### src/rtl/cache_pkg.sv
// rtl/cache_pkg.sv - shared line geometry, adapter state type and address mask
package cache_pkg;

  localparam int LINE_W     = 256;
  localparam int BURST_W    = 64;
  localparam int BEATS      = 4;
  localparam int LINE_BYTES = LINE_W / 8;

  localparam logic [31:0] LINE_ADDR_MASK = ~(32'(LINE_BYTES) - 32'd1);

  typedef enum logic [1:0] {
    IDLE     = 2'd0,
    RD_BURST = 2'd1,
    WR_BURST = 2'd2,
    DONE     = 2'd3
  } cla_state_e;

endpackage

### src/rtl/burst_shreg.sv
// rtl/burst_shreg.sv - beat indexer: assembles read beats into line_o, slices the latched write line
module burst_shreg
  import cache_pkg::*;
#(
  parameter int BEATS = 4,
  parameter int CNT_W = 2
) (
  input  logic                     clk,
  input  logic                     rst,
  input  logic                     load,
  input  logic [BURST_W*BEATS-1:0] line_i,
  input  logic                     capture,
  input  logic [CNT_W-1:0]         beat,
  input  logic [BURST_W-1:0]       burst_i,
  output logic [BURST_W*BEATS-1:0] line_o,
  output logic [BURST_W-1:0]       burst_o
);

  logic [BURST_W*BEATS-1:0] wr_line;

  always_ff @(posedge clk or negedge rst) begin
    if (!rst) begin
      wr_line <= '0;
      line_o  <= '0;
    end else begin
      if (load)
        wr_line <= line_i;
      if (capture)
        line_o[beat*BURST_W +: BURST_W] <= burst_i;
    end
  end

  // write beat follows the counter directly so it is valid the cycle the burst opens
  assign burst_o = wr_line[beat*BURST_W +: BURST_W];

endmodule

### src/rtl/cacheline_adapter.sv
// rtl/cacheline_adapter.sv - cache line <-> 64-bit burst memory adapter; CLA_PROTOCOL_ERR_EN adds err output
module cacheline_adapter
  import cache_pkg::*;
#(
  parameter int BEATS  = 4,
  parameter int ADDR_W = 32
) (
  input  logic                     clk,
  input  logic                     rst,
  input  logic [ADDR_W-1:0]        address_i,
  input  logic                     read_i,
  input  logic                     write_i,
  input  logic [BURST_W*BEATS-1:0] line_i,
  output logic [BURST_W*BEATS-1:0] line_o,
  output logic                     resp_o,
  output logic [ADDR_W-1:0]        address_o,
  output logic                     read_o,
  output logic                     write_o,
  input  logic [BURST_W-1:0]       burst_i,
  output logic [BURST_W-1:0]       burst_o,
  input  logic                     resp_i
`ifdef CLA_PROTOCOL_ERR_EN
  ,
  output logic                     err
`endif
);

  localparam int CNT_W = (BEATS > 1) ? $clog2(BEATS) : 1;
  localparam int OFF_W = $clog2(8 * BEATS);
  localparam logic [ADDR_W-1:0] ADDR_MASK = {ADDR_W{1'b1}} << OFF_W;
  localparam logic [CNT_W-1:0]  LAST_BEAT = CNT_W'(BEATS - 1);

  cla_state_e       state;
  logic [CNT_W-1:0] beat;
  logic             load;
  logic             capture;

  assign load    = (state == IDLE) && write_i;
  assign capture = (state == RD_BURST) && resp_i;

  always_ff @(posedge clk or negedge rst) begin
    if (!rst) begin
      state     <= IDLE;
      beat      <= '0;
      resp_o    <= 1'b0;
      read_o    <= 1'b0;
      write_o   <= 1'b0;
      address_o <= '0;
    end else begin
      case (state)
        IDLE: begin
          if (write_i) begin
            state     <= WR_BURST;
            write_o   <= 1'b1;
            address_o <= address_i & ADDR_MASK;
            beat      <= '0;
          end else if (read_i) begin
            state     <= RD_BURST;
            read_o    <= 1'b1;
            address_o <= address_i & ADDR_MASK;
            beat      <= '0;
          end
        end
        RD_BURST, WR_BURST: begin
          if (resp_i) begin
            // counter parks on the last beat instead of wrapping
            if (beat == LAST_BEAT) begin
              state   <= DONE;
              read_o  <= 1'b0;
              write_o <= 1'b0;
              resp_o  <= 1'b1;
            end else begin
              beat <= beat + CNT_W'(1);
            end
          end
        end
        DONE: begin
          state  <= IDLE;
          resp_o <= 1'b0;
        end
        default: state <= IDLE;
      endcase
    end
  end

  burst_shreg #(
    .BEATS (BEATS),
    .CNT_W (CNT_W)
  ) u_shreg (
    .clk     (clk),
    .rst     (rst),
    .load    (load),
    .line_i  (line_i),
    .capture (capture),
    .beat    (beat),
    .burst_i (burst_i),
    .line_o  (line_o),
    .burst_o (burst_o)
  );

`ifdef CLA_PROTOCOL_ERR_EN
  logic dropped;

  // a dropped request is reported once per burst, not every cycle it stays low
  always_ff @(posedge clk or negedge rst) begin
    if (!rst) begin
      err     <= 1'b0;
      dropped <= 1'b0;
    end else begin
      err <= 1'b0;
      case (state)
        IDLE: begin
          dropped <= 1'b0;
          if (read_i && write_i)
            err <= 1'b1;
        end
        RD_BURST: if (!read_i && !dropped) begin
          err     <= 1'b1;
          dropped <= 1'b1;
        end
        WR_BURST: if (!write_i && !dropped) begin
          err     <= 1'b1;
          dropped <= 1'b1;
        end
        default: ;
      endcase
    end
  end
`endif

endmodule

### config.mk
export PLATFORM = sky130hd
export DESIGN_NAME = cacheline_adapter
export DESIGN_NICKNAME = d
export VERILOG_FILES = /design/src/rtl/cache_pkg.sv /design/src/rtl/burst_shreg.sv /design/src/rtl/cacheline_adapter.sv
export SDC_FILE = /design/constraint.sdc
export NUM_CORES = 1
export LEC_CHECK = 0
export CAP_MARGIN = 15
export CORE_AREA = 2 2 280 282
export DETAILED_ROUTE_END_ITERATION = 6
export DIE_AREA = 0 0 282 284
export SYNTH_ARGS = -nofsm -noshare
export SYNTH_HDL_FRONTEND = slang
export SYNTH_SLANG_ARGS = --single-unit
### constraint.sdc
create_clock -name clk -period 3.1 [get_ports clk]
set_clock_uncertainty 0.1 [all_clocks]
set_input_delay 0.62 -clock clk [delete_from_list [all_inputs] [get_ports clk]]
set_output_delay 0.62 -clock clk [all_outputs]
set_load 0.01 [all_outputs]
Yosys cells after proc, flatten, opt, wreduce, memory -nomap -nowiden
Index checks and enable logic that the tools add are counted.
- bits of input ports: 357
- word-level logic and storage cells: 60
- output and inout port bits: 355
- bits in registers: 551
- equality and inequality tests: 11
- reduce and logical (&&, ||, !) cells: 13
- shifts and indexed selects: 3
- $add $sub $neg: 2
- multiplexer cells: 23
- operators by type and width (operator ; number):
    $bwmux 256 ; 1
    $shift 64x34->256 const A ; 1
    $shiftx 256x9->64 ; 1
    $shiftx 64x34->256 ; 1
    $mux 32 ; 2
    $neg 8->34 ; 1
    $mux 2 ; 8
    $ne 2x2->1 const B ; 6
    $reduce_and 4->1 ; 2
    $mux 1 ; 7
    $eq 2x2->1 const B ; 3
    $pmux 1 s2 ; 3
    $pmux 2 s3 ; 1
    $reduce_and 3->1 ; 2
    $reduce_bool 2->1 ; 3
    $reduce_and 5->1 ; 1
    $pmux 2 s2 ; 1
    $ne 3x3->1 const B ; 1
    $add 2x1->2 const B ; 1
    $eq 2x1->1 const B ; 1
    $logic_and 1x1->1 ; 2
    $logic_not 2->1 ; 1
    $reduce_and 2->1 ; 1
    $reduce_or 2->1 ; 1

Logic depth before layout (Yosys ltp)
- depth in word-level cells: 4
- gate-level depth with buffers: 10
- gate-level depth less buffers: 5

By module
From an unflattened synthesis, not the netlist that was laid out.
- cells, all modules: 1548
- area total of the unflattened synthesis: 23104.7 um^2
- by module, submodules not included (module ; area each (um^2) ; cells an instance ; sequential area each (um^2) ; instances):
    burst_shreg ; 21569.4 ; 1434 ; 12812.3 ; 1
    cacheline_adapter ; 1535.2 ; 114 ; 850.8 ; 1

Least setup slack after synthesis
Ideal clock, no wire load.
- kind: reg-to-reg
- start point: reg beat[1]
- end point: reg u_shreg.line_o[241]
- cell stages (with the launch flop): 10
- slack: 439 ps
- data required time: 2935 ps
- path buffers: 4
- setup time: 65 ps
- arrival time: 2496 ps
- period minus slack after synthesis: 2661 ps
- path through: dfrtp_1 -> buf_1 -> clkbuf_1 -> inv_1 -> ha_1 -> nand4b_2 -> nor4b_2 -> buf_2 -> buf_4 -> a22o_1
- longest elaborated chain between the ends: 3
- elaborated cells on any way between the ends: 4
- classes of those cells: add/sub (1); shift (2); mux (1)
- ends and longest elaborated chain (item ; line ; source):
    from (decl) ; cacheline_adapter.sv:34 ; logic [CNT_W-1:0] beat;
    from (signal assigned) ; cacheline_adapter.sv:73 ; beat <= beat + CNT_W'(1);
    $neg 8->34 * ; burst_shreg.sv:29 ; line_o[beat*BURST_W +: BURST_W] <= burst_i;
    $shiftx 64x34->256 or $shift 64x34->256 (tied branches) ; burst_shreg.sv:29 ;
    $bwmux 256 * ; burst_shreg.sv:29 ;
    to (signal, indexed assignment) ; burst_shreg.sv:29 ;
    to (decl) ; burst_shreg.sv:15 ; output logic [BURST_W*BEATS-1:0] line_o,
Mark *: on every way between the ends. The rest lies on a longest branch, timed or not.
A chain may end at the register's enable or synchronous reset.

Final worst setup path
- start point: reg beat[0]
- end point: out burst_o[14]
- longest elaborated chain between the ends: 1
- ends and longest elaborated chain (item ; line ; source):
    $shiftx 256x9->64 ; burst_shreg.sv:34 ; assign burst_o = wr_line[beat*BURST_W +: BURST_W];
    to (decl) ; cacheline_adapter.sv:20 ; output logic [BURST_W-1:0] burst_o,
No other way between the ends.

==> results by group <==
Outcome
  • Status: finished, final reports clean

Global route
  • Initial antenna violation count: 15
  • All-layer global routing usage: 17.3%
  • Wire length of the first global-routing pass: 105,000 um
  • Grt ovf: 0
  • Largest net degree at the start of global routing: 92
  • Vias in the first global route: 16,200

Clocking
  • Root Driver: clkbuf_16
  • Clk slew on worst S/H paths: 0.06 ns
  • Worst-Skew Late Latency: 0.60 ns
  • Clk sinks: 546
  • CTS tree: yes
  • CTS buffer count: 60
  • H-tree levels: 2
  • Clock Path Buffers: 3

Detailed routing
  • Final Routed Wirelength: 71,000 um
  • Antenna-violating nets left: 0
  • TritonRoute pass-1 iters: 5
  • Vias per Instance: 4.78
  • Vias: 15,000
  • DRC: 0
  • DR WL/cell: 22.6 um
  • Initial drt markers: 936

Worst setup path
  • CP Capture Type: output pin
  • CP Launch Type: flop
  • CP startpoint: beat[0]$_DFFE_PN0P_
  • Crit Path Class: flop to output pin
  • Reg2Reg Capture Point: u_shreg.line_o[5]$_DFFE_PN0P_
  • R2R Path Start: beat[0]$_DFFE_PN0P_
  • Slack of the worst reg-to-reg path: 0.46 ns
  • Path depth of the worst reg2reg path: 8
  • CP max FO: 11
  • Crit path DAT: 2.29 ns
  • WP data required: 2.38 ns

Logic synthesis
  • Synth Warn #: 0
  • Cells after Synth: 1,317
  • Synth Register Bits: 546
  • Cell variety after synth: 36
  • Mapped Avg Cell Area: 16.3 um^2
  • Post-synthesis sequential area ratio: 63.6%
  • Cell area after synthesis: 0.0215 mm^2

Cells and area
  • Core Util, Final: 41.8%
  • Fin nets: 2,413
  • Layout area overhead: 49.6%
  • Most common cell after layout, fill and taps aside: clkdlybuf4s50_1
  • Register area: 0.0137 mm^2
  • Fill cells: 7,027
  • Proportion of layout cells with a drive suffix above 1: 25.2%
  • Multi-input logic area: 0.00737 mm^2
  • Commonest non-fill, non-tap cells in the layout: 636 x clkdlybuf4s50_1, 544 x dfrtp_1, 283 x mux2_2
  • Filler-free cell count of the finished design: 3,138
  • Post-route cell area: 0.0322 mm^2

Hold path
  • Hold Crit Depth: 1
  • HP Class: flop to flop
  • Worst Min Path Start: u_shreg.line_o[179]$_DFFE_PN0P_
  • Hold path endpoint: u_shreg.line_o[179]$_DFFE_PN0P_

Place
  • Area after DPL: 0.0300 mm^2
  • Gpl congestion: 0.800
  • Port Buffer Count: 701
  • DPL Wire Length: 50,400 um
  • Post-Place Worst Slack: 0.269 ns
  • Placed Cells: 3,010

Timing
  • Actual slew at the worst max-slew pin: 0.940 ns
  • Min Clock Period, post-route: 3.01 ns
  • Achievable Freq: 332 MHz
  • Setup slack after layout: 0.0872 ns
  • Final Hold Vio Count: 0
  • Worst slew margin: 37.3%
  • # setup viols final: 0
  • Crit share post-route: 97.2%
  • Pins Over Slew Limit: 0

Floorplanning
  • Core area: 0.0770 mm^2
  • Die X: 282 um
  • Die Ht: 284 um
  • Placement Rows: 102
  • Initial core utilization: 27.9%
  • Die area: 0.0801 mm^2
  • # IOs: 712

Pwr
  • Lkg Pwr: 13.8 nW
  • P per Cell Area: 906 mW/mm^2
  • Worst vdd ir: 0.530 mV

Job
  • Total of max-cap violations: 0
## cell type report
| type | instances | share of cell area (%) |
|---|---|---|
| sequential | 546 | 42.5 |
| timing repair buffer | 769 | 24.1 |
| multi-input combinational | 663 | 22.9 |
| clock buffer | 92 | 5.74 |
| tap | 1040 | 4.05 |
| clock inverter | 15 | 0.533 |
| inverter | 7 | 0.0817 |
| antenna | 6 | 0.0467 |
## worst max-delay path by stage
stage / cells after the start / to / slack, ns
floorplan: 9 / u_shreg.line_o[241]$_DFFE_PN0P_ / 0.44
global placement: 3 / burst_o[44] / 0.32
detailed placement: 7 / u_shreg.line_o[133]$_DFFE_PN0P_ / 0.27
CTS: 4 / burst_o[17] / -0.08
global route: 5 / burst_o[24] / -0.0003
finish: 5 / burst_o[14] / 0.09
## Yosys cell counts (all sizes together)
master / number / area share (%)
dfrtp: 546 / 64
mux2: 283 / 15
a22o: 256 / 10
buf: 65 / 1.6
mux4: 64 / 6.7
clkbuf: 40 / 0.70
ha: 9 / 0.52
nand3: 8 / 0.19
inv: 7 / 0.12
a21oi: 5 / 0.12
o21ai: 5 / 0.13
nand2: 3 / 0.052
nand2b: 3 / 0.087
nand4: 2 / 0.058
nor2b: 2 / 0.058
nor3b: 2 / 0.093
nor4b: 2 / 0.11
o22ai: 2 / 0.058
a31oi: 1 / 0.029
and3: 1 / 0.029
and4b: 1 / 0.047
conb: 1 / 0.017
mux2i: 1 / 0.047
nand4b: 1 / 0.070
nor2: 1 / 0.017
nor3: 1 / 0.047
nor4: 1 / 0.099
o22a: 1 / 0.041
o2bb2a: 1 / 0.047
o2bb2ai: 1 / 0.041
or3b: 1 / 0.041
## state kept, by name (all words and copies together) (netlist names)
register / flops
address_o: 27
beat: 2
u_shreg.wr_line: 256
resp_o: 1
u_shreg.line_o: 256
state: 2
read_o: 1
write_o: 1
## routing by layer
metal	routed length (um)	global-route usage (%)	vias to the layer above
li1	-	-	6466
met5	71	0	-
met3	6390	5.73	123
met2	35100	29.3	626
met4	2310	5.86	12
met1	27100	20.3	7781
## where the power goes
part | internal [mW] | switching (mW) | total, mW | leakage, nW
Combinational | 6.47 | 4.38 | 10.9 | 5.83
Sequential | 9.70 | 1.37 | 11.1 | 6.95
Clock | 4.31 | 2.89 | 7.20 | 0.997
Total | 20.5 | 8.64 | 29.1 | 13.8
## cells by family after synthesis
logic type	Yosys count	share of synthesized area [%]
compound gates	272	10.9
simple gates	29	0.996
other cells	1	0.0174
fa+ha+maj	9	0.524
buf+inv	112	2.40
flops	546	63.6
mux	348	21.6
## worst max-delay path: stages (launching register included)
cell	delay, ns
dfrtp_4	0.48
buf_12	0.16
buf_4	0.15
buf_4	0.15
mux4_2	0.41
dlygate4sd2_1	0.32
## through the flow
step / hold WS (ns) / power [mW] / setup TNS, ns
after global placement: 0.382 / 22.1 / 0
after CTS: 0.402 / 29.5 / -0.208
after floorplan: 0.224 / 16.7 / 0
after global routing: 0.412 / 30.7 / -0.000257
final: 0.398 / 29.1 / 0
after detailed placement: 0.389 / 22.4 / 0
## timing repair
action,CTS,global route
cloned,1,0
gates resized for setup,75,15
setup endpoints to repair,64,19
hold buffers,1,0
setup buffers,12,1
endpoints found under the hold margin,45,0
No activity file was read; power rests on OpenSTA's default activity.
